File: src/rtl/alu_bool_pipe_pkg.sv
// Shared opcode encoding, legality test and depth limit for the pipelined boolean unit.
// Opcode values keep the XOR encoding of the original single-op unit.
package alu_bool_pkg;

  localparam int MAX_STAGES = 4;

  typedef enum logic [3:0] {
    OP_AND   = 4'b0000,
    OP_OR    = 4'b0001,
    OP_NAND  = 4'b0010,
    OP_NOR   = 4'b0011,
    OP_XOR   = 4'b0100,
    OP_XNOR  = 4'b0101,
    OP_ANDN  = 4'b0110,
    OP_ORN   = 4'b0111,
    OP_PASSA = 4'b1000,
    OP_NOTA  = 4'b1001
  } bool_op_e;

  function automatic logic is_legal_op(input logic [3:0] op);
    return (op <= 4'd9);
  endfunction

endpackage

File: src/rtl/alu_bool_pipe_if.sv
// Operand/result handshake bundle: issue side (in_*) and consumer side (out_*).
// The master drives operands and out_ready; the slave (the ALU block) answers.
interface alu_bool_pipe_if #(
  parameter int WIDTH = 32
);
  logic             in_valid;
  logic             in_ready;
  logic [WIDTH-1:0] A;
  logic [WIDTH-1:0] B;
  logic [3:0]       opcode;
  logic             en;
  logic             out_valid;
  logic             out_ready;
  logic [WIDTH-1:0] result;
  logic             zero;
  logic             illegal;

  modport master (
    output in_valid, A, B, opcode, en, out_ready,
    input  in_ready, out_valid, result, zero, illegal
  );

  modport slave (
    input  in_valid, A, B, opcode, en, out_ready,
    output in_ready, out_valid, result, zero, illegal
  );
endinterface

File: src/rtl/alu_bool_pipe_slot.sv
// One elastic register slot, 1-cycle latency; up_ready = empty or draining this cycle,
// so the ready path is combinational from down_ready and bubbles collapse.
module alu_bool_slot #(
  parameter int DW = 1
) (
  input  logic          clk,
  input  logic          rst,
  input  logic          up_valid,
  output logic          up_ready,
  input  logic [DW-1:0] up_dat,
  output logic          down_valid,
  input  logic          down_ready,
  output logic [DW-1:0] down_dat
);

  logic          vld_q;
  logic [DW-1:0] dat_q;

  assign up_ready   = !vld_q || down_ready;
  assign down_valid = vld_q;
  assign down_dat   = dat_q;

  // When up_ready is low the slot is full and stalled, so valid simply holds.
  always_ff @(posedge clk) begin
    if (rst) begin
      vld_q <= 1'b0;
    end else if (up_ready) begin
      vld_q <= up_valid;
    end
  end

  always_ff @(posedge clk) begin
    if (rst) begin
      dat_q <= '0;
    end else if (up_valid && up_ready) begin
      dat_q <= up_dat;
    end
  end

endmodule

File: src/rtl/alu_bool_pipe.sv
// Ten-op bitwise unit feeding a STAGES-deep elastic pipeline; result visible STAGES cycles after accept.
// Holds up to STAGES results under out_ready=0; in_ready falls only when every slot is full and stalled.
module alu_bool_pipe
  import alu_bool_pkg::*;
#(
  parameter int WIDTH  = 32,
  parameter int STAGES = 2
) (
  input logic            clk,
  input logic            rst,
  alu_bool_pipe_if.slave bus
);

  if (STAGES < 1 || STAGES > MAX_STAGES || WIDTH < 1) begin : g_param_check
    $error("alu_bool_pipe: WIDTH must be >= 1 and STAGES within 1..MAX_STAGES");
  end

  typedef struct packed {
    logic [WIDTH-1:0] result;
    logic             zero;
    logic             illegal;
  } slot_t;

  slot_t             comp;
  slot_t             dat [STAGES+1];
  logic [STAGES:0]   vld;
  logic [STAGES:0]   rdy;

  // Disabled transactions and unassigned opcodes both produce a zero result.
  always_comb begin
    comp = '0;
    if (bus.en) begin
      comp.illegal = !is_legal_op(bus.opcode);
      case (bool_op_e'(bus.opcode))
        OP_AND:   comp.result = bus.A & bus.B;
        OP_OR:    comp.result = bus.A | bus.B;
        OP_NAND:  comp.result = ~(bus.A & bus.B);
        OP_NOR:   comp.result = ~(bus.A | bus.B);
        OP_XOR:   comp.result = bus.A ^ bus.B;
        OP_XNOR:  comp.result = ~(bus.A ^ bus.B);
        OP_ANDN:  comp.result = bus.A & ~bus.B;
        OP_ORN:   comp.result = bus.A | ~bus.B;
        OP_PASSA: comp.result = bus.A;
        OP_NOTA:  comp.result = ~bus.A;
        default:  comp.result = '0;
      endcase
    end
    comp.zero = (comp.result == '0);
  end

  assign vld[0]      = bus.in_valid;
  assign dat[0]      = comp;
  assign bus.in_ready = rdy[0];
  assign rdy[STAGES] = bus.out_ready;

  for (genvar k = 0; k < STAGES; k++) begin : g_slot
    alu_bool_slot #(
      .DW($bits(slot_t))
    ) u_slot (
      .clk        (clk),
      .rst        (rst),
      .up_valid   (vld[k]),
      .up_ready   (rdy[k]),
      .up_dat     (dat[k]),
      .down_valid (vld[k+1]),
      .down_ready (rdy[k+1]),
      .down_dat   (dat[k+1])
    );
  end

  assign bus.out_valid = vld[STAGES];
  assign bus.result    = dat[STAGES].result;
  assign bus.zero      = dat[STAGES].zero;
  assign bus.illegal   = dat[STAGES].illegal;

endmodule

File: src/flat_wrapper.sv
// flat-port wrapper written by rule: the top's interface ports become plain ports
module alu_bool_pipe_flat import alu_bool_pkg::*;
#(
  parameter int WIDTH  = 32,
  parameter int STAGES = 2
)
  (clk, rst, bus_in_valid, bus_A, bus_B, bus_opcode, bus_en, bus_out_ready, bus_in_ready, bus_out_valid, bus_result, bus_zero, bus_illegal);
  alu_bool_pipe_if #(.WIDTH(WIDTH)) bus_i ();
  input logic clk;
  input logic rst;
  input wire logic [$bits(bus_i.in_valid)-1:0] bus_in_valid;
  input wire logic [$bits(bus_i.A)-1:0] bus_A;
  input wire logic [$bits(bus_i.B)-1:0] bus_B;
  input wire logic [$bits(bus_i.opcode)-1:0] bus_opcode;
  input wire logic [$bits(bus_i.en)-1:0] bus_en;
  input wire logic [$bits(bus_i.out_ready)-1:0] bus_out_ready;
  output wire logic [$bits(bus_i.in_ready)-1:0] bus_in_ready;
  output wire logic [$bits(bus_i.out_valid)-1:0] bus_out_valid;
  output wire logic [$bits(bus_i.result)-1:0] bus_result;
  output wire logic [$bits(bus_i.zero)-1:0] bus_zero;
  output wire logic [$bits(bus_i.illegal)-1:0] bus_illegal;
  assign bus_i.in_valid = bus_in_valid;
  assign bus_i.A = bus_A;
  assign bus_i.B = bus_B;
  assign bus_i.opcode = bus_opcode;
  assign bus_i.en = bus_en;
  assign bus_i.out_ready = bus_out_ready;
  assign bus_in_ready = bus_i.in_ready;
  assign bus_out_valid = bus_i.out_valid;
  assign bus_result = bus_i.result;
  assign bus_zero = bus_i.zero;
  assign bus_illegal = bus_i.illegal;
  alu_bool_pipe #(.WIDTH(WIDTH), .STAGES(STAGES)) u_core (.clk(clk), .rst(rst), .bus(bus_i));
endmodule
File: config.mk
export PLATFORM = sky130hd
export DESIGN_NAME = alu_bool_pipe_flat
export DESIGN_NICKNAME = d
export VERILOG_FILES = /design/src/rtl/alu_bool_pipe_pkg.sv /design/src/rtl/alu_bool_pipe_if.sv /design/src/rtl/alu_bool_pipe_slot.sv /design/src/rtl/alu_bool_pipe.sv /design/src/flat_wrapper.sv
export SDC_FILE = /design/constraint.sdc
export NUM_CORES = 1
export LEC_CHECK = 0
export BUFFER_PORTS_ARGS = -buffer_cell sky130_fd_sc_hd__buf_4
export CAP_MARGIN = 20
export CORE_MARGIN = 2
export CORE_UTILIZATION = 35
export DETAILED_ROUTE_END_ITERATION = 8
export HOLD_SLACK_MARGIN = 0.02
export SYNTH_ARGS = -nofsm -noshare
export SYNTH_HDL_FRONTEND = slang
export SYNTH_SLANG_ARGS = --single-unit
File: constraint.sdc
create_clock -name clk -period 2 [get_ports clk]
set_input_delay 0.2 -clock clk [delete_from_list [all_inputs] [get_ports clk]]
set_output_delay 0.2 -clock clk [all_outputs]
set_load 0.005 [all_outputs]
==> results.toml, run 1 <==
[sta]
max_freq_mhz = 442
finalSetupViolCount = 3
worst_slew_pin_slew_ns = 0.974
slew_headroom_pct = 34.9
slew_viol_final = 0
rsz0062_at_grt = "yes"
finalClockSkew_ns = 0.00329
finalHoldViolCount = 0
finalCritPeriodShare_pct = 113
fin_crit_ns = 2.26
setup_slack_ns = -0.262

[placed_design]
gp_congestion = 0.960
numPortBuffers = 108
place.detailed.hpwl_um = 20700
dp_slack_ns = -0.960
dp.cells = 1537

[critical_path]
r2r-end = "u_core.g_slot[0].u_slot.down_dat[1]"
critPathSlowestCell = "or4_4"
critPathMaxFanout = 4
worstRegToRegCells = 7
cp_slowest_stage_delay_ns = 0.57
worst_ep_required_time_ns = 2.24
crit_chain = "buf_4 > inv_2 > ha_4 > mux2i_1 > o221ai_1 > o2111ai_1 > a21oi_1 > or4_4 > or4b_1 > o31ai_1"
path_class = "in -> reg"
r2r-start = "u_core.g_slot[1].u_slot.down_valid"
ff2ff_setup_slack_ns = 0.23
cp-end-kind = "flop"
critPathArrivalTime_ns = 2.50
setup.worst_path.start_class = "input pin"

[die]
core_area_um2 = 21700
rows = 54
die-width_um = 152
io_pins = 109
die_y_um = 152
start_util_pct = 35.5
dieArea_um2 = 23200

[final_layout]
fin_cells = 1573
final_common_cell = "buf_4"
layout_common_cells = "359 x buf_4, 146 x nand2_1, 126 x ha_1, 86 x a21oi_1, 70 x dfxtp_1"
nFillCells = 2138
area.growth.synth_to_final_pct = 42.1
fin_util_pct = 50.4
nNetsFinal = 1491
drive_gt1_share_pct = 35.1
num_antenna_cells = 0
ff_latch_area_um2 = 1400
multi_input_area_um2 = 5600

[yosys]
synth-seq-area-share_pct = 18.2
synthMuxAreaShare_pct = 5.85
synth-edff-count = 0
yosys_warnings = 0
synth_xor_area_share_pct = 1.59
synth_cells = 998
yosys_most_used_dff = "dfxtp_1"
postSynthAreaPerCell_um2 = 7.71
synth.cell_area_um2 = 7700
ys_ff_latch = 70
synth_compound_area_share_pct = 21.8
synth_fa_ha_area_share_pct = 20.8
synthSimpleGateAreaFrac_pct = 19.7
synth_top_family_by_area = "compound AO/OA/AOI/OAI gates"
synth_cell_type_count = 80
syn_nets = 1199
async_reset_ff_share_pct = 0

[job]
max_cap_viol_count = 0

[pwr]
max-vdd-ir-drop_mv = 0.364
power.leakage_nw = 5.19
finalPower_mw = 4.67
p_per_area_nw_per_um2 = 427

[global_routing]
antenna_found_initial = 0
overflow = 0
grt_pass1_wl_um = 41000
grt_pass1_vias = 7862
grt_util_all_layers_pct = 21.7
grt_max_degree = 71

[routing]
drt-vias-per-instance = 5.20
routed_wl_um = 26200
drc_errors = 0
via_count = 8175
post_drt_wl_per_cell_um = 16.7
first_pass_iters = 5
drt_iter0_drc = 576
ant_nets = 0

[worst_hold_path]
worstHoldStart = "bus_in_valid"
holdPathEnd = "u_core.g_slot[0].u_slot.down_valid"
hp-class = "in -> reg"
holdPathStages = 3

[clocking]
cts_buffers = 9
worstSkewPairLatency_ns = 0.33
cts_sinks = 70
htree_levels = 3
clock_path_buffers = 2
cts.clk_slew.worst_paths_ns = 0.05
cts_tree = "built"
cts_hold_buffers = 0
clockRootBuffer = "clkbuf_16"

[outcome]
outcome = "finished with violations"
failed_checks = "negative setup slack"
[registers in the layout (all words and copies together), names as in the netlist]
name / cells
u_core.g_slot.u_slot.down_valid: 2
u_core.g_slot.u_slot.down_dat: 68
[Yosys cell counts, types with 12 or more instances]
cell | number | share of area, %
nand3_1 | 12 | 0.78
nand2_1 | 147 | 7.2
buf_2 | 12 | 0.78
inv_1 | 68 | 3.3
a21oi_1 | 88 | 5.7
clkbuf_1 | 28 | 1.4
nor2_1 | 54 | 2.6
ha_1 | 128 | 21
mux2i_1 | 30 | 3.9
dfxtp_1 | 70 | 18
o21ai_0 | 34 | 2.2
nor2b_1 | 19 | 1.5
buf_4 | 46 | 4.5
nand2b_1 | 21 | 1.7
buf_6 | 13 | 1.9
o22ai_1 | 19 | 1.5
a211oi_1 | 13 | 1.3
[repair_timing]
action                     4_1_cts  5_1_grt
pin swaps                       17       15
gates resized for setup         50       25
setup buffers                   18        4
setup endpoints to repair        4       10
gates cloned                     0        1
[power breakdown]
group	total, mW	internal (mW)	switching, mW
sequential	1.44	1.42	0.0146
clock	1.48	0.949	0.534
combinational	1.75	0.878	0.874
[final cells by class]
type / count / share of cell area, %
clock inverter: 2 / 0.320
inverter: 70 / 2.40
sequential: 70 / 12.8
multi-input combinational: 757 / 51.2
timing repair buffer: 382 / 28.0
clock buffer: 12 / 2.16
tap: 280 / 3.20
[stage by stage]
step,area [um^2],hold WS (ns),setup TNS (ns)
after global placement,10200,0.439,-6.91
after global routing,10900,0.154,-0.729
after detailed placement,10200,0.447,-6.77
final,10900,0.125,-0.332
after floorplan,7710,0.317,-0.157
after CTS,10800,0.120,-0.172
[layer usage]
layer  GRT usage [%]  routed length [um]  vias to the layer above
met1            28.9               11700                     3831
li1                -                   -                     4012
met3            2.56                1520                       40
met2            37.5               12600                      292
met5               0                   0                        -
met4            5.21                 448                        0
[logic make-up (layout without fill, tap and decap cells)]
logic type / Yosys count / in the layout
adders and majority gates: 128 / 128
xor gates and xnor gates: 14 / 14
muxes: 42 / 42
buffers and inverters: 171 / 466
DFF: 70 / 70
AOI/OAI and AO/OA: 255 / 255
and+or+nand+nor: 318 / 318
[worst max-delay path, delay by kind of cell]
| kind | cells | cell delay [ns] |
|---|---|---|
| adder cells (fa/ha/maj) | 1 | 0.20 |
| AND/OR/NAND/NOR | 2 | 1.05 |
| multiplexers | 1 | 0.14 |
| AO/OA/AOI/OAI | 4 | 0.70 |
| buffers and inverters | 2 | 0.21 |
[how the worst max path moves through the flow]
stage / start / endpoint / slack [ns]
4_1_cts: bus_opcode[1] / u_core.g_slot[0].u_slot.down_dat[1] / -0.17
3_5_place_dp: bus_opcode[2] / u_core.g_slot[0].u_slot.down_dat[1] / -0.96
5_1_grt: bus_A[4] / u_core.g_slot[0].u_slot.down_dat[1] / -0.25
3_3_place_gp: bus_opcode[2] / u_core.g_slot[0].u_slot.down_dat[1] / -0.98
2_1_floorplan: bus_opcode[3] / u_core.g_slot[0].u_slot.down_dat[1] / -0.16
6_report: bus_A[4] / u_core.g_slot[0].u_slot.down_dat[1] / -0.26
(Power assumes the default switching activity.)
==> run 2, diff against run 1 <==
- BUFFER_PORTS_ARGS: -buffer_cell sky130_fd_sc_hd__buf_4 -> -buffer_cell sky130_fd_sc_hd__buf_2
- CAP_MARGIN: 20 -> unset
- SYNTH_HIERARCHICAL: unset -> 1
==> results.toml, run 2 <==
[clocking]
htree_levels = 3
cts_tree = "built"
cts.clk_slew.worst_paths_ns = 0.05
clockRootBuffer = "clkbuf_16"
clock_path_buffers = 2
worstSkewPairLatency_ns = 0.33
cts_hold_buffers = 0
cts_sinks = 70
cts_buffers = 9

[pwr]
power.leakage_nw = 5.10
p_per_area_nw_per_um2 = 410
max-vdd-ir-drop_mv = 0.426

[yosys]
synth_largest_area_cell = "ha_1"
synth.cell_area_um2 = 8180
synth-seq-area-share_pct = 17.1
ys_ff_latch = 70
synth_cells = 997
ys_top_cells_by_count = "128 x ha_1, 82 x nand3_1, 76 x inv_1"
yosys_warnings = 6
synth-edff-count = 0
synth_cell_type_count = 61
synth_top_area_share_pct = 19.6
yosys_most_used_dff = "dfxtp_1"
synth_top_cells_by_area = "ha_1 20%, dfxtp_1 17%, a21bo_1 8.3%, a21oi_2 7.4%, nand3_1 5.0%"
async_reset_ff_share_pct = 0
synth.most_common_cell = "ha_1"
syn_nets = 1198
postSynthAreaPerCell_um2 = 8.20

[global_routing]
grt_pass1_wl_um = 39400
grt_max_degree = 70
grt_pass1_vias = 7530
grt_util_all_layers_pct = 19.9
antenna_found_initial = 1
overflow = 0

[placed_design]
numPortBuffers = 108
dp.cells = 1573
place.detailed.hpwl_um = 19400
gp_congestion = 0.897

[final_layout]
nNetsFinal = 1477
fin_cells = 1593
area.growth.synth_to_final_pct = 36.4
drive_gt1_share_pct = 38.9
final_common_cell = "buf_4"
fin_util_pct = 49.0
largest_reg_flops = 68
layout_common_cells = "236 x buf_4, 121 x ha_1, 101 x buf_2, 82 x nand3_1, 71 x a21oi_2"

[routing]
drt_iter0_drc = 469
post_drt_wl_per_cell_um = 15.6
top_layer_used = "met4"
drt-vias-per-instance = 5.08
wl_met2_um = 11300
first_pass_iters = 5
met1Wirelength_um = 11800
drc_errors = 0
routed_wl_um = 24900
ant_nets = 0
via_count = 8096
wl_met3_um = 1120

[critical_path]
worstRegToRegCells = 5
path_class = "in -> reg"
r2r-end = "u_core/g_slot[0].u_slot/down_dat[19]"
cp_slowest_stage_delay_ns = 1.03
cp.buffers_inverters = 2
crit_family = "simple AND/OR/NAND/NOR gates"
path_common_cell = "nand3_1"
setup.worst_path.start_class = "input pin"
worst_ep_required_time_ns = 2.21
cp-end-kind = "flop"
critPathArrivalTime_ns = 2.66
critPathMaxFanout = 7
ff2ff_setup_slack_ns = 0.58
r2r-start = "u_core/g_slot[1].u_slot/down_valid"
cp_num_cells = 10
crit_chain = "buf_2 > nor3b_1 > buf_4 > a32oi_1 > a21oi_1 > nor4_2 > nand3_1 > nor4_4 > nand3_1 > a21oi_2"
critPathSlowestCell = "nor3b_1"

[sta]
slew_viol_final = 0
finalSetupViolCount = 12
max_freq_mhz = 408
setup_slack_ns = -0.451
hold_slack_ns = 0.317
worst_slew_pin_slew_ns = 1.31
finalCritPeriodShare_pct = 123
rsz0062_at_grt = "yes"
finalClockSkew_ns = 0.00362
slew_headroom_pct = 12.6
tns_ns = -3.11
finalHoldViolCount = 0
fin_crit_ns = 2.45

[die]
rows = 55
io_pins = 109
core_area_um2 = 22800
die_y_um = 157
dieArea_um2 = 24600
die-width_um = 157
start_util_pct = 35.9

[outcome]
outcome = "finished with violations"
failed_checks = "negative setup slack"

[worst_hold_path]
holdPathEnd = "u_core/g_slot[0].u_slot/down_dat[22]"
worstHoldStart = "rst"
holdPathStages = 2
hp-class = "in -> reg"

[job]
max_cap_viol_count = 0
[run 2: changes by cell type after synthesis, sizes merged, moves of 12 or more]
cell / delta
a21bo: +68
a21oi: +17
a32oi: +12
nand2: -78
nand3: +70
nor2: -28
[run 2: power by group]
group          switching (mW)  internal (mW)  leakage, nW  total [mW]
Clock                   0.541          0.924        0.138        1.46
Combinational           0.857          0.809         4.39        1.67
Sequential             0.0174           1.42        0.566        1.44
Total                    1.42           3.16         5.10        4.57
[run 2: routing by layer]
metal | vias up | GRT usage [%]
met1 | 3775 | 27.9
met3 | 36 | 1.41
met5 | - | 0
met4 | 0 | 7.43
met2 | 212 | 32.0
li1 | 4073 | -
[run 2: logic make-up (layout without fill, tap and decap cells)]
logic type | count (synthesis) | after routing | synth area share, %
AOI/OAI and AO/OA | 304 | 304 | 29.4
xor gates and xnor gates | 29 | 29 | 3.10
adders and majority gates | 128 | 128 | 19.6
buffers and inverters | 166 | 448 | 9.68
DFF | 70 | 70 | 17.1
muxes | 35 | 35 | 4.44
other | 0 | 1 | 0
and+or+nand+nor | 265 | 265 | 16.7
[run 2: worst reg2reg max path: stages (launching register included)]
cell and delay [ns]:
dfxtp_1 0.36, nand2b_4 0.07, nand2b_4 0.31, buf_4 0.29
a21bo_1 0.22, a21oi_2 0.12
[run 2: worst max path at each step]
stage                              from                                  end  slack (ns)
final                     bus_opcode[2]  u_core/g_slot[0].u_slot/down_dat[1]       -0.45
after CTS                 bus_opcode[1]  u_core/g_slot[0].u_slot/down_dat[1]       -0.36
after global placement    bus_opcode[0]  u_core/g_slot[0].u_slot/down_dat[1]       -0.86
after floorplan           bus_opcode[0]  u_core/g_slot[0].u_slot/down_dat[1]       -0.37
after detailed placement  bus_opcode[0]  u_core/g_slot[0].u_slot/down_dat[1]       -0.80
after global routing      bus_opcode[2]  u_core/g_slot[0].u_slot/down_dat[1]       -0.52
[run 2: final cells by class]
class	count	area, um^2
diodes	1	2.50
clock buffers	13	270
clock inverters	1	5.00
fillers	2173	11600
inverters	77	302
multi-input cells	761	6190
flip-flops and latches	70	1400
well taps	313	392
repair buffers	357	2590
[run 2: metrics by stage]
stage | area, um^2 | total power [mW] | worst slack, ns
global placement | 10600 | 3.03 | -0.863
detailed placement | 10600 | 3.05 | -0.802
floorplan | 8290 | 2.33 | -0.368
finish | 11200 | 4.57 | -0.451
CTS | 10900 | 4.53 | -0.364
global route | 11200 | 4.82 | -0.519
[run 2: repair_timing]
action,in CTS,in global routing
pin swaps,0,18
gates resized for setup,4,57
setup buffers,0,5
endpoints found under the setup margin,12,21
